[src/rtl/unidade_controle_if.sv]
// Memory handshake between the control unit (master) and the memory (slave).
interface unidade_controle_if;
  localparam int unsigned DW = 8;

  logic [DW-1:0] memdado;
  logic          mempronto;
  logic [DW-1:0] memend;
  logic          memle;
  logic          memescreve;

  modport master (
    input  memdado, mempronto,
    output memend, memle, memescreve
  );

  modport slave (
    output memdado, mempronto,
    input  memend, memle, memescreve
  );
endinterface

[src/rtl/unidade_controle.sv]
// Multi-cycle control unit: owns PC/IR, fetches 1- and 2-byte instructions and
// sequences them into the write-back mux and register file.
module unidade_controle (
  input  logic                      clk,
  input  logic                      rst_n,
  unidade_controle_if.master        mem,
  input  logic [7:0]                enddados,
  input  logic                      zero,
  output logic [7:0]                pc,
  output logic [2:0]                opcode,
  output logic                      selsaida,
  output logic [7:0]                imediato,
  output logic [1:0]                rega,
  output logic [1:0]                regb,
  output logic                      escrevereg,
  output logic                      parado
);
  localparam int unsigned DW  = 8;
  localparam int unsigned OPW = 3;

  localparam logic [OPW-1:0] OP_ADD  = 3'b000;
  localparam logic [OPW-1:0] OP_SUB  = 3'b001;
  localparam logic [OPW-1:0] OP_LI   = 3'b010;
  localparam logic [OPW-1:0] OP_LD   = 3'b011;
  localparam logic [OPW-1:0] OP_ST   = 3'b100;
  localparam logic [OPW-1:0] OP_BEQ  = 3'b101;
  localparam logic [OPW-1:0] OP_JMP  = 3'b110;
  localparam logic [OPW-1:0] OP_HALT = 3'b111;

  typedef enum logic [2:0] {
    INICIO, BUSCA, DECODIFICA, BUSCA_IMM, EXECUTA, MEMORIA, ESCRITA, PARADO
  } state_t;

  state_t          state, state_n;
  logic [DW-1:0]   ir, ir_n;
  logic [DW-1:0]   pc_n, imm_n;
  logic [OPW-1:0]  op, op_n;
  logic            memle_n, memesc_n, escreve_n, sel_n, parado_n;
  logic [DW-1:0]   memend_n;

  assign op     = ir[7:5];
  assign op_n   = ir_n[7:5];
  assign opcode = ir[7:5];
  assign rega   = ir[4:3];
  assign regb   = ir[2:1];

  // Next state and architectural registers; PC/IR/Imediato move only on a completed read.
  always_comb begin
    state_n = state;
    pc_n    = pc;
    ir_n    = ir;
    imm_n   = imediato;
    unique case (state)
      INICIO: state_n = BUSCA;
      BUSCA: begin
        if (mem.mempronto) begin
          ir_n    = mem.memdado;
          pc_n    = pc + 8'd1;
          state_n = DECODIFICA;
        end
      end
      DECODIFICA: begin
        case (op)
          OP_ADD, OP_SUB:         state_n = EXECUTA;
          OP_LD, OP_ST:           state_n = MEMORIA;
          OP_LI, OP_BEQ, OP_JMP:  state_n = BUSCA_IMM;
          OP_HALT:                state_n = PARADO;
        endcase
      end
      BUSCA_IMM: begin
        if (mem.mempronto) begin
          imm_n = mem.memdado;
          pc_n  = pc + 8'd1;
          if (op == OP_JMP || (op == OP_BEQ && zero)) pc_n = mem.memdado;
          state_n = (op == OP_LI) ? ESCRITA : BUSCA;
        end
      end
      EXECUTA: state_n = ESCRITA;
      MEMORIA: begin
        if (mem.mempronto) state_n = (op == OP_LD) ? ESCRITA : BUSCA;
      end
      ESCRITA: state_n = BUSCA;
      PARADO:  state_n = PARADO;
      default: state_n = INICIO;
    endcase
  end

  // Outputs decoded from the upcoming state and IR, then registered with it.
  always_comb begin
    memle_n   = 1'b0;
    memesc_n  = 1'b0;
    memend_n  = '0;
    escreve_n = 1'b0;
    sel_n     = 1'b0;
    parado_n  = 1'b0;
    unique case (state_n)
      BUSCA, BUSCA_IMM: begin
        memle_n  = 1'b1;
        memend_n = pc_n;
      end
      MEMORIA: begin
        memend_n = enddados;
        memle_n  = (op_n == OP_LD);
        memesc_n = (op_n == OP_ST);
      end
      ESCRITA: begin
        escreve_n = 1'b1;
        sel_n     = (op_n == OP_ADD) || (op_n == OP_SUB);
      end
      PARADO:  parado_n = 1'b1;
      default: ;
    endcase
  end

  always_ff @(posedge clk or negedge rst_n) begin
    if (!rst_n) begin
      state          <= INICIO;
      pc             <= '0;
      ir             <= '0;
      imediato       <= '0;
      mem.memle      <= 1'b0;
      mem.memescreve <= 1'b0;
      mem.memend     <= '0;
      escrevereg     <= 1'b0;
      selsaida       <= 1'b0;
      parado         <= 1'b0;
    end else begin
      state          <= state_n;
      pc             <= pc_n;
      ir             <= ir_n;
      imediato       <= imm_n;
      mem.memle      <= memle_n;
      mem.memescreve <= memesc_n;
      mem.memend     <= memend_n;
      escrevereg     <= escreve_n;
      selsaida       <= sel_n;
      parado         <= parado_n;
    end
  end
endmodule

[src/flat_wrapper.sv]
// flat-port wrapper written by rule: the top's interface ports become plain ports
module unidade_controle_flat 
  (clk, rst_n, enddados, zero, pc, opcode, selsaida, imediato, rega, regb, escrevereg, parado, mem_memdado, mem_mempronto, mem_memend, mem_memle, mem_memescreve);
  unidade_controle_if mem_i ();
  input  logic clk;
  input  logic rst_n;
  input  logic [7:0] enddados;
  input  logic zero;
  output logic [7:0] pc;
  output logic [2:0] opcode;
  output logic selsaida;
  output logic [7:0] imediato;
  output logic [1:0] rega;
  output logic [1:0] regb;
  output logic escrevereg;
  output logic parado;
  input wire logic [$bits(mem_i.memdado)-1:0] mem_memdado;
  input wire logic [$bits(mem_i.mempronto)-1:0] mem_mempronto;
  output wire logic [$bits(mem_i.memend)-1:0] mem_memend;
  output wire logic [$bits(mem_i.memle)-1:0] mem_memle;
  output wire logic [$bits(mem_i.memescreve)-1:0] mem_memescreve;
  assign mem_i.memdado = mem_memdado;
  assign mem_i.mempronto = mem_mempronto;
  assign mem_memend = mem_i.memend;
  assign mem_memle = mem_i.memle;
  assign mem_memescreve = mem_i.memescreve;
  unidade_controle u_core (.clk(clk), .rst_n(rst_n), .mem(mem_i), .enddados(enddados), .zero(zero), .pc(pc), .opcode(opcode), .selsaida(selsaida), .imediato(imediato), .rega(rega), .regb(regb), .escrevereg(escrevereg), .parado(parado));
endmodule
[config.mk]
export PLATFORM = sky130hd
export DESIGN_NAME = unidade_controle_flat
export DESIGN_NICKNAME = d
export VERILOG_FILES = /design/src/rtl/unidade_controle_if.sv /design/src/rtl/unidade_controle.sv /design/src/flat_wrapper.sv
export SDC_FILE = /design/constraint.sdc
export NUM_CORES = 1
export LEC_CHECK = 0
export ABC_AREA = 0
export CAP_MARGIN = 40
export CORE_UTILIZATION = 52
export CTS_BUF_LIST = sky130_fd_sc_hd__clkbuf_16
export DETAILED_ROUTE_END_ITERATION = 6
export MAX_ROUTING_LAYER = met4
export PLACE_DENSITY = 0.84
export SKIP_LAST_GASP = 1
export SLEW_MARGIN = 5
export SYNTH_ARGS = -nofsm -noshare
export SYNTH_HDL_FRONTEND = slang
export SYNTH_SLANG_ARGS = --single-unit
export TNS_END_PERCENT = 20
[constraint.sdc]
create_clock -name clk -period 5.91 [get_ports clk]
set_input_delay 1.182 -clock clk [delete_from_list [all_inputs] [get_ports clk]]
set_output_delay 1.182 -clock clk [all_outputs]
set_load 0.02 [all_outputs]
Word level (Yosys, flattened, before mapping)
Memory sizes are Yosys's and may differ from the RTL's.
Cells that the tools add are included.
Word-level totals
  register bits after elaboration: 40
  bits in latches: 0
  bits in writable memories: 0
  ROM bits: 24
  word-level logic and storage cells: 59
  memories: 1
Memories
  (name not given): depth 8, width 3, rd ports 1, clocked after memory_dff 0, write ports 0, line unidade_controle.sv:63  | case (op)
Cells by class
  add/sub/neg operators: 1
  $mul: 0
  div/mod/pow operators: 0
  magnitude comparators: 0
  equality and inequality tests: 19
  shifts and indexed selects: 0
  mux-type cells: 18
  bitwise gates (word level): 0
  reductions and logical operators: 9
Operators by type and width (count)
  8-bit 2-to-1 mux: 5
  8-bit one-hot mux with 2 select lines: 2
  3-bit equality test (second input constant): 10
  3-bit one-hot mux with 7 select lines: 1
  3-bit by 2-bit equality test with 1-bit output (second input constant): 6
  3-bit 2-to-1 mux: 5
  3-bit by 1-bit equality test with 1-bit output (second input constant): 3
  8-bit by 1-bit adder with 8-bit output (second input constant): 1
  3-bit logical NOT: 2
  1-bit 2-to-1 mux: 4
  2-bit AND reduction: 2
  2-bit OR reduction: 2
  1-bit logical OR: 2
  1-bit one-hot mux with 2 select lines: 1
  1-bit logical AND: 1

Depth between registers and ports, before layout
Gate-level depths: netlist of the first run.
  depth in word-level cells: 7
  mapped depth: 9

Worst setup path after synthesis of the first run
No wires, ideal clock.
  kind: input to register
  from: input mem_mempronto
  to: register u_core.mem.memend[0]
  library setup time: 0.122 ns
  arrival: 2.424 ns
  slack: 3.365 ns
  cell stages on the path: 8
  path buffers: 2
  cell sequence: buf_4 -> and3b_1 -> a221o_1 -> and3_1 -> buf_6 -> inv_4 -> nor2_2 -> a32o_1
Between the ends
  cells in the longest elaborated chain, start to end: 5
  elaborated cells on any way between the ends: 12
  those cells by class: 3 x eq/ne; 8 x mux; 1 x reduce/logical
Ends and longest elaborated chain
  start: declaration: line flat_wrapper.sv:18  | input wire logic [$bits(mem_i.mempronto)-1:0] mem_mempronto;
  3-bit 2-to-1 mux, on equally long branches: line unidade_controle.sv:80, unidade_controle.sv:56, unidade_controle.sv:71
  3-bit one-hot mux with 7 select lines *: line unidade_controle.sv:53  | unique case (state)
  net u_core.state_n[2]: line unidade_controle.sv:34  | state_t state, state_n;
  3-bit by 1-bit equality test with 1-bit output or 3-bit by 2-bit equality test with 1-bit output (tied branches): line unidade_controle.sv:96  | unique case (state_n)
  2-bit OR reduction: line unidade_controle.sv:96
  8-bit one-hot mux with 2 select lines *: line unidade_controle.sv:96
  net u_core.memend_n[0]: line unidade_controle.sv:39  | logic [DW-1:0] memend_n;
  end signal: assignment: line unidade_controle.sv:134  | mem.memend <= memend_n;
  end: declaration: line unidade_controle_if.sv:13  | output memend, memle, memescreve
Mark *: on every way through the listed nets, which the timed path passes. The rest lies on a longest branch.
A chain may end at the register's enable or synchronous reset.

Final worst setup path of the first run
  from: input mem_mempronto
  to: register u_core.mem.memend[6]
Same word-level chain as after synthesis.

==> impl_metrics.tcl, run 1 <==
set metrics [dict create \
    status "finished, final reports clean" \
    leakage_nw 1.19 \
    place_hpwl_um 3840 \
    finalClockSkew_ps 2.79 \
    synth_edf_count 0 \
    clkTransAtPathRegs_ps 60 \
    fmax_ghz 0.300 \
    slowest_delay_ps 890 \
    place_congestion 0.905 \
    worst_skew_pair.late_latency_ps 280 \
    hp-start "u_core.imediato[3]" \
    tightestPinTransition_ps 660 \
    row_count 23 \
    synthCells 209 \
    fillers 291 \
    critPathKind "input port to register" \
    finalHoldViolCount 0 \
    cp_max_fo 17 \
    async_reset_ff_share_pct 100 \
    post-cts-setup-buffers 0 \
    drc_errors 0 \
    finalSetupViolCount 0 \
    grt_pass1_wl_um 8450 \
    final_nets 287 \
    power_w 0.00171 \
    cts_hold_buffers 0 \
    yosys_warnings 0 \
    grt_overflow 0 \
    p_comb_share_pct 54.4 \
    slew_viol_final 0 \
    wl_per_cell_um 16.5 \
    seqPwrFrac_pct 30.4 \
    antenna_found_initial 0 \
    synth_cell_types 53 \
    syn_nets 234 \
    dp_slack_ps 2300 \
    ys.flop_type "dfrtp_1" \
    cts_tree "built" \
    io_pins 56 \
    vias 1800 \
    ant_nets 0 \
    cts_made_buffers 5 \
    totalWireLength_um 5170 \
    fin_crit_sh_pct 56.4 \
    detail_route.iter0.violations 219 \
    period_minus_slack_ps 3330 \
    seq_area_frac_synth_pct 45.3 \
    htree_levels 2 \
    fin_hold_ws_ps 490 \
    cp_data_arrival_time_ps 3500 \
    switching_share_pct 43.7 \
    die-height_um 66.4 \
    path_cells "clkdlybuf4s50_1 > nand4b_4 > or2_1 > and3_1 > inv_4 > nor2_2 > a32o_1" \
    syn_area_sq_um 2160 \
    startpoint "mem_mempronto" \
    core_sq_um 4000 \
    p_switching_w 0.000747 \
    synth_seq_cells 39 \
    power.density_nw_per_um2 599 \
    track_usage_pct 27.0 \
    rsz0062_at_grt "false" \
    clock-sinks 39 \
    min_path_type "register to register" \
    cts_resized 0 \
    clk_path_buf_depth 2 \
    grt_max_degree 29 \
    start_kind "input port" \
    ir_worst_vdd_mv 0.354 \
    first_global_vias 1672 \
    die_w_um 66.4 \
    vias_per_cell 5.75 \
    die-area_sq_um 4410 \
    crit_required_ps 6080 \
    layout-drive-gt1-share_pct 16.0 \
    syn2layout_area_growth_pct 32.3 \
    syn_area_per_cell_sq_um 10.3 \
    p_clk_share_pct 15.2 \
    min_path_cells 2 \
    portBuffers 55 \
    initial_core_util_pct 53.9 \
    reg2reg_depth 7 \
    slowest_stage "clkdlybuf4s50_1" \
    r2r_start "u_core.ir[5]" \
    fin_tns_setup_ps 0 \
    cap_violations 0 \
    internal-power_w 0.000961 \
    first_pass_iters 4 \
    cts_root_buf "clkbuf_16" \
    relSlewSlack_pct 55.9 \
    critPathCaptureType "register" \
    antennaDiodeCount 0 \
    worst_slack_ps 2580 \
]
## sequential cells by signal, summed over array words and instances (netlist names)
name,count
u_core.escrevereg,1
u_core.imediato,8
u_core.ir,7
u_core.mem.memend,8
u_core.mem.memescreve,1
u_core.mem.memle,1
u_core.parado,1
u_core.pc,8
u_core.selsaida,1
u_core.state,3
## logic make-up after synthesis
logic type                 synth area share (%)
muxes                                      7.89
adders and majority gates                  2.90
and+or+nand+nor                            20.7
buffers and inverters                      5.98
AOI/OAI and AO/OA                          16.1
xor gates and xnor gates                   1.22
DFF                                        45.3
## final cells by class
class                           instances  area [sq um]  area share [%]
Multi-Input combinational cell        147          1050            36.9
Timing Repair Buffer                   56           566            19.8
Clock inverter                          3          20.0           0.702
Sequential cell                        39           976            34.2
Clock buffer                            5           125            4.39
Tap cell                               50          62.6            2.19
Inverter                               13          51.3            1.80
## worst max-delay path: cells and delay by family
family                 cells  cell delay (ps)
AND/OR/NAND/NOR            4             1030
buffers and inverters      2             1040
AO/OA/AOI/OAI              1              240
## metal layers
metal  track usage (%)  vias to the layer above  part of all wire, %
met5                 -                        -                    0
met4              6.65                        0                 0.56
met3              4.14                        4                  5.7
met2              42.1                       61                   49
met1              36.9                      876                   44
li1                  -                      859                    -
## stage by stage
stage / std cells / utilization, % / area, sq um
floorplan: 209 / - / 2160
global placement: 304 / 67.2 / 2690
detailed placement: 305 / 67.7 / 2710
CTS: 313 / 71.3 / 2850
global route: 313 / 71.3 / 2850
finish: 313 / 71.3 / 2850
## power groups by stage
stage / sequential, W / clock, W / combinational, W
global route: 0.000537 / 0.000274 / 0.00101
floorplan: 0.000596 / 0 / 0.000517
CTS: 0.000515 / 0.000262 / 0.000930
global placement: 0.000518 / 0 / 0.000905
finish: 0.000519 / 0.000259 / 0.000930
detailed placement: 0.000518 / 0 / 0.000925
## worst paths after layout
check,endpoint,slack (ps)
setup / recovery,u_core.mem.memend[6],2580
setup reg to reg,u_core.mem.memend[7],3450
hold / removal,u_core.imediato[3],490
max in group asynchronous,u_core.pc[4],4690
min in group asynchronous,u_core.pc[3],790
hold reg to reg,u_core.imediato[3],490
## cells in the mapped netlist, drive strengths merged, types with 2 or more instances
cell type  count  area, sq um
ha             5         62.6
nor3           4         20.0
dfrtp         39          976
or2            4         25.0
nand2b         3         18.8
mux2i          2         20.0
buf           10         77.6
nor2          18         77.6
o21ai         12         60.1
inv           13         51.3
a21oi         13         68.8
xnor2          2         17.5
mux2          13          150
nand3          6         35.0
a32o           6         60.1
nor4           3         31.3
a32oi          2         17.5
and2           3         18.8
a21o           2         15.0
a31oi          2         12.5
or3            3         18.8
and3b          2         17.5
a221o          2         20.0
and3           2         12.5
nand3b         3         22.5
nand2         17         63.8
nand4          3         18.8
## cell usage in the layout (no fill, tap or decap), types with 4 or more instances in the layout
cell,count
mux2_2,12
clkbuf_16,5
nand3_1,5
inv_1,9
o21ai_0,12
nand2_1,17
nor3_1,4
a21oi_1,12
ha_1,5
a32o_1,6
clkdlybuf4s50_1,54
nor2_1,16
dfrtp_1,39
(Power assumes the default switching activity.)
==> inputs of run 2 (changes only) <==
Settings changed: CORE_UTILIZATION 52 to 44, PLACE_DENSITY 0.84 to 0.76.
Clock period 5.91 ns to 2.85 ns, I/O delays scaled along.
==> run 2 against run 1 <==
Effect of this change: final cell count up 6.4%; routed wire length is 6.4% higher; sequential power is 110% higher; global-route usage shrank 2.9 points; largest power group unchanged.
==> impl_metrics.tcl, run 2 (synthesized netlist as in run 1, its figures left out) <==
set metrics [dict create \
    cts_tree "built" \
    tightestPinTransition_ps 657 \
    cp_data_arrival_time_ps 2600 \
    ant_nets 0 \
    place_inst 326 \
    totalWireLength_um 5500 \
    cp_max_fo 8 \
    antenna_found_initial 0 \
    status "finished, final reports clean" \
    cap_violations 0 \
    vias 1797 \
    relSlewSlack_pct 56.2 \
    vias_per_cell 5.40 \
    startpoint "u_core.ir[5]" \
    io_pins 56 \
    grt_max_degree 31 \
    antennaDiodeCount 0 \
    r2r_slack_ps 420 \
    period_minus_slack_ps 2430 \
    finalHoldViolCount 0 \
    final_cells 333 \
    drc_errors 0 \
    detail_route.iter0.violations 191 \
    final_cell_mix "54 x clkdlybuf4s50_1, 39 x dfrtp_1, 17 x nand2_1" \
    first_pass_iters 4 \
    crit_required_ps 3020 \
    cts_made_buffers 5 \
    finalClockSkew_ps 4.03 \
    clock-sinks 39 \
    fin_tns_setup_ps 0 \
    layout-drive-gt1-share_pct 16.9 \
    clkTransAtPathRegs_ps 60 \
    track_usage_pct 24.1 \
    finalSetupViolCount 0 \
    start_kind "register" \
    reg2reg_to "u_core.mem.memend[7]" \
    r2r_start "u_core.ir[5]" \
    power.density_nw_per_um2 1250 \
    leakage_nw 1.21 \
    post-cts-setup-buffers 0 \
    syn2layout_area_growth_pct 35.5 \
    post-route-util_pct 61.8 \
    portBuffers 55 \
    htree_levels 2 \
    grt_overflow 0 \
    core_sq_um 4720 \
    setup.worst_path.end "u_core.mem.memend[7]" \
    critPathKind "register to register" \
    first_global_vias 1767 \
    largest_registers "u_core.imediato: 8 flops, u_core.mem.memend: 8 flops, u_core.pc: 8 flops" \
    slew_viol_final 0 \
    min_path_type "input port to async pin" \
    rsz0062_at_grt "false" \
    fin_crit_sh_pct 85.2 \
    wl_per_cell_um 16.5 \
    cts_resized 0 \
    place_hpwl_um 4060 \
    final_common_cell "clkdlybuf4s50_1" \
    cts_root_buf "clkbuf_16" \
    initial_core_util_pct 45.6 \
    final_nets 291 \
    fmax_ghz 0.412 \
    place_congestion 0.861 \
    cts_hold_buffers 0 \
    die_w_um 72.0 \
    reg2reg_depth 7 \
    worst_skew_pair.late_latency_ps 280 \
    clk_path_buf_depth 2 \
    critPathCaptureType "register" \
    die-height_um 72.0 \
    die-area_sq_um 5180 \
    row_count 25 \
    grt_pass1_wl_um 9140 \
    fin_hold_ws_ps 165 \
    ir_worst_vdd_mv 0.523 \
]
[run 2: cell types whose count changed in the layout (fill, tap and decap cells not counted)]
cell / before / now
buf_4: 0 / 4
bufinv_16: 0 / 1
clkinv_2: 1 / 0
clkinvlp_4: 2 / 1
[run 2: report_power, final]
part	switching, W	internal [W]
sequential	0.000281	0.000800
combinational	0.00106	0.000888
clock	0.000214	0.000407
total	0.00156	0.00210
[run 2: worst min-delay path by stage]
stage / start / slack, ps / cells past startpoint / endpoint
after floorplan: rst_n / 270 / 0 / u_core.escrevereg
after detailed placement: rst_n / 470 / 1 / u_core.ir[6]
final: rst_n / 160 / 1 / u_core.pc[1]
after CTS: rst_n / 170 / 1 / u_core.ir[2]
after global routing: rst_n / 170 / 1 / u_core.imediato[2]
after global placement: u_core.imediato[3] / 470 / 2 / u_core.imediato[3]
[run 2: per-layer routing]
layer	GRT usage, %	vias up	wire, um
met5	-	-	0
met4	9.80	0	115
met3	4.72	13	281
met2	35.8	57	2550
met1	32.4	861	2560
li1	-	866	-
[run 2: final cells by class]
type | instances | area, sq um
Clock inverter | 2 | 37.5
Clock buffer | 5 | 125
Timing Repair Buffer | 60 | 596
Sequential cell | 39 | 976
Multi-Input combinational cell | 147 | 1050
Inverter | 13 | 51.3
Tap cell | 67 | 83.8
Fill cell | 395 | 1800
[run 2: through the flow]
step / instance area (sq um) / total power [W] / worst slack (ps)
after floorplan: 2160 / 0.00231 / 659
after global placement: 2740 / 0.00298 / 281
after detailed placement: 2760 / 0.00301 / 270
after CTS: 2920 / 0.00366 / 444
after global routing: 2920 / 0.00389 / 291
final: 2920 / 0.00365 / 421
[run 2: worst max-delay path, stage by stage, from the launching register on]
cell and delay [ps]:
dfrtp_1 460, inv_1 130, ha_1 260, a21oi_2 300, o21ai_0 190, or3b_1 410
a221o_1 340, a32o_1 220
==> inputs of run 3 (changes only) <==
Settings changed: CORE_ASPECT_RATIO set to 1.2, CORE_MARGIN set to 4.
==> run 3 against run 2 <==
Effect of this change: fmax increased by 6.9%; power is 2.9% higher; flip-flop and latch count did not move; largest cell class unchanged; highest routed layer unchanged.
==> impl_metrics.tcl, run 3 (synthesized netlist as in run 1, its figures left out) <==
set metrics [dict create \
    status "finished, final reports clean" \
    power.density_nw_per_um2 1280 \
    final_nets 292 \
    reg2reg_depth 8 \
    portBuffers 55 \
    cp_data_arrival_time_ps 2490 \
    post-cts-setup-buffers 0 \
    critPathCaptureType "register" \
    tightestPinTransition_ps 628 \
    layout-drive-gt1-share_pct 17.2 \
    grt_overflow 0 \
    cts_made_buffers 5 \
    leakage_nw 1.24 \
    period_minus_slack_ps 2270 \
    fin_tns_setup_ps 0 \
    totalWireLength_um 5590 \
    vias 1839 \
    first_pass_iters 4 \
    row_count 27 \
    slowest_stage "clkdlybuf4s50_1" \
    final_common_cell "clkdlybuf4s50_1" \
    reg2reg_to "u_core.mem.memend[3]" \
    io_pins 56 \
    place_hpwl_um 4160 \
    fillers 391 \
    crit_buf_inv 2 \
    grt_max_degree 39 \
    wl_per_cell_um 17.2 \
    clk_path_buf_depth 2 \
    worst_skew_pair.late_latency_ps 280 \
    slowest_delay_ps 600 \
    fin_crit_sh_pct 79.7 \
    worst_slack_ps 578 \
    r2r_slack_ps 650 \
    dp_slack_ps 328 \
    largest_registers "u_core.imediato: 8 flops, u_core.mem.memend: 8 flops, u_core.pc: 8 flops" \
    drc_errors 0 \
    die_w_um 71.9 \
    grt_pass1_wl_um 9180 \
    cts_tree "built" \
    die-area_sq_um 6090 \
    finalHoldViolCount 0 \
    htree_levels 2 \
    die-height_um 84.7 \
    relSlewSlack_pct 58.1 \
    critPathKind "input port to register" \
    detail_route.iter0.violations 142 \
    finalSetupViolCount 0 \
    cts_resized 0 \
    first_global_vias 1845 \
    slew_viol_final 0 \
    fin_hold_ws_ps 79.9 \
    place_congestion 0.896 \
    r2r_start "u_core.ir[5]" \
    start_kind "input port" \
    clock-sinks 39 \
    antenna_found_initial 0 \
    crit_required_ps 3060 \
    track_usage_pct 19.7 \
    vias_per_cell 5.64 \
    cts_hold_buffers 0 \
    ant_nets 0 \
    core_sq_um 4660 \
    path_cells "clkdlybuf4s50_1 > and3b_1 > a221o_1 > and3_1 > inv_4 > nor2_2 > a32o_1" \
    finalClockSkew_ps 2.58 \
    cts_root_buf "clkbuf_16" \
    cp_top_family "simple AND/OR/NAND/NOR gates" \
    ir_worst_vdd_mv 0.757 \
    fmax_ghz 0.440 \
    clkTransAtPathRegs_ps 60 \
    final_cell_mix "54 x clkdlybuf4s50_1, 39 x dfrtp_1, 17 x nand2_1" \
    cp_max_fo 7 \
    syn2layout_area_growth_pct 36.5 \
    antennaDiodeCount 0 \
    initial_core_util_pct 46.2 \
    cap_violations 0 \
    min_path_type "input port to async pin" \
    rsz0062_at_grt "false" \
]
==> run 3: final cells by class <==
| cell class | instances | area, sq um | area share (%) |
|---|---|---|---|
| flip-flops and latches | 39 | 976 | 33.2 |
| multi-input cells | 147 | 1050 | 35.7 |
| inverters | 13 | 51.3 | 1.74 |
| clock buffers | 5 | 125 | 4.25 |
| clock inverters | 3 | 63.8 | 2.17 |
| well taps | 58 | 72.6 | 2.47 |
| repair buffers | 61 | 603 | 20.5 |
==> run 3: power by group <==
part	total (W)	switching, W	internal [W]
logic	0.00197	0.00108	0.000896
registers	0.00108	0.000278	0.000800
clock network	0.000709	0.000211	0.000498
==> run 3: worst max path at each step <==
stage,startpoint,cells past startpoint,end,slack (ps)
floorplan,u_core.ir[5],7,u_core.mem.memend[7],660
global placement,mem_mempronto,5,u_core.mem.memescreve,360
detailed placement,mem_mempronto,5,u_core.mem.memescreve,330
CTS,mem_mempronto,7,u_core.mem.memend[7],580
global route,mem_mempronto,7,u_core.mem.memend[7],440
finish,mem_mempronto,7,u_core.mem.memend[3],580
==> run 3: per-layer routing <==
metal	vias up	routed length, um	global-route usage (%)	part of all wire [%]
li1	869	-	-	-
met1	903	2480	25.8	44
met2	60	2770	31.3	50
met3	7	244	3.47	4.4
met4	0	89	5.30	1.6
met5	-	0	-	0
==> run 3: through the flow <==
step / instances / area [sq um] / utilization [%] / power [W]
2_1_floorplan: 209 / 2160 / - / 0.00231
3_3_place_gp: 317 / 2730 / 58.6 / 0.00299
3_5_place_dp: 318 / 2750 / 59.1 / 0.00304
4_1_cts: 326 / 2940 / 63.1 / 0.00377
5_1_grt: 326 / 2940 / 63.1 / 0.00398
6_report: 326 / 2940 / 63.1 / 0.00376
==> edit: new RTL, flow settings as in run 3 <==
Register the inputs `enddados` and `zero` before use, without a reset. The logic sees them one clock later. The other inputs are not delayed to match.
--- a/src/rtl/unidade_controle.sv
+++ b/src/rtl/unidade_controle.sv
@@ -32,2 +32,10 @@
   } state_t;
+
+  logic [7:0] enddados_q;
+  logic zero_q;
+
+  always_ff @(posedge clk) begin
+    enddados_q <= enddados;
+    zero_q     <= zero;
+  end
 
@@ -73,3 +81,3 @@
           pc_n  = pc + 8'd1;
-          if (op == OP_JMP || (op == OP_BEQ && zero)) pc_n = mem.memdado;
+          if (op == OP_JMP || (op == OP_BEQ && zero_q)) pc_n = mem.memdado;
           state_n = (op == OP_LI) ? ESCRITA : BUSCA;
@@ -101,3 +109,3 @@
       MEMORIA: begin
-        memend_n = enddados;
+        memend_n = enddados_q;
         memle_n  = (op_n == OP_LD);
Function: changed (a bounded check fails within 4 cycles, from zero or initial values and one cycle with rst_n low).
==> edit against run 3 <==
First-iteration DRC count shrank 57%. Register-to-register slack worse by 0.06 ns. Die area down 1.3%. Routed wire length fell by 12%. Global-route usage down 2.6 points. Worst setup slack worse by 0.096 ns. Area after synthesis shrank 1.4%. Final area shrank 0.94%. Non-clock buffer count fell by 2. Sequential power increased by 11%. Sequential cell count up 9. Combinational power decreased by 3%. Critical path depth did not move. Power about the same. Largest power group unchanged.
==> edit: results (changes against run 3) <==
met3 usage 4.072% (+0.60 points); asr flop ratio synth 81.25% (-19 points); met3 WL 324 um (+33%); mux share of post-synthesis cell area 10.18% (+2.3 points); GR Util met1 21.92% (-3.9 points); XOR/XNOR Fraction of Synth Area 0% (-1.2 points); worst skew pair latency 0.29 ns; adder-cell share of the synthesized area 2.943% (+0.041 points); wl on met1 2.108 mm (-15%); reg2reg end u_core.mem.memescreve; compound-gate portion of the synthesized area 16.42% (+0.34 points); CP delay by family, top buffers and inverters; DP Worst Slack 0.2227 ns (-0.1050 ns); CTS resizes 0 (unchanged); P_clk 0.649 mW (-8.5%); Netlist cell types 46 (-13%); clock power share 17.2% (-1.6 points); syn avg cell area 11.49 um^2 (+11%); gp weighted congestion 0.8700 (-2.9%); nets 268 (-8.2%); final setup margin 0.4827 ns (-0.09558 ns); layout cell share with drive strength beyond 1 12.70% (-4.5 points); comb pwr 1.92 mW (-3%); switch share 40.42% (-1.2 points); hpwl dp 3.593 mm (-14%); Setup crit start mem_mempronto; Synth area leaders dfrtp_1, dfxtp_1, mux2_2; GRT met2 Usage 26.92% (-4.3 points); largest net degree at the start of global routing 38 (-2.6%); mean routed wirelength per cell 16.25 um (-5.2%); leak pwr 1.216 nW (-1.8%); Commonest cells post-synth dfrtp_1, mux2_2, a21oi_1; first-pass GRT wire length 7.914 mm (-14%); Rel. slew slack 68.22% (+10 points); drt initial violations 61 (-57%); WL met2 2.428 mm (-12%); Slowest cell on crit path clkdlybuf4s50_1; VDD IR max 0.5887 mV (-22%); Mapped Nets 210 (-10%); DP Cell Count 294 (-7.5%); arrival time worst endpoint 2.59 ns (+0.10 ns); ys flop type dfrtp_1; worst hold slack 0.07630 ns (-0.003590 ns); post-place instance area 2748 um^2 (-0.23%); DRT Wirelength 4.909 mm (-12%); vias in the first global route 1589 (-14%); GRT Resource Usage Total 17.11% (-2.6 points); Worst Path Max Fanout 9 (+2); Critical Path End u_core.mem.memend[7]; flop-to-flop setup slack 0.59 ns (-0.06 ns); clock-pin slew on the worst setup and hold paths 0.06 ns (about the same); sequential share of the synthesized area 54.38% (+9.1 points); mean number of vias per cell 5.530 (-2.0%); status finished clean; final clock skew 0.003132 ns (+0.0005541 ns)
-- edit: cell count changes in the layout (fill, tap and decap cells not counted), moves of 3 or more --
| cell | change |
|---|---|
| a211o_1 | +3 |
| mux2i_1 | +5 |
| o21ai_0 | -8 |
| nor2_1 | -10 |
| o22a_1 | +3 |
| o221ai_1 | +3 |
| nand4_1 | +4 |
| or3_1 | -3 |
| dfxtp_1 | +9 |
| a32o_1 | -3 |
| nand2_1 | -7 |
-- edit: final cells by class --
type	instances	area, um^2
clock buffer	5	125.1
clock inverter	3	42.54
fill	366	1713
inverter	11	41.29
multi-input combinational	118	889.6
sequential	48	1156
tap	58	72.57
timing repair buffer	59	588.1
-- edit: worst reg2reg max path, stage by stage, from the launching register on --
cell and delay (ns):
dfrtp_1 0.46, inv_1 0.10, ha_1 0.25, nor2b_1 0.16, o2111ai_1 0.19, a22o_1 0.28, and2_1 0.34, inv_1 0.11
nor4_1 0.28
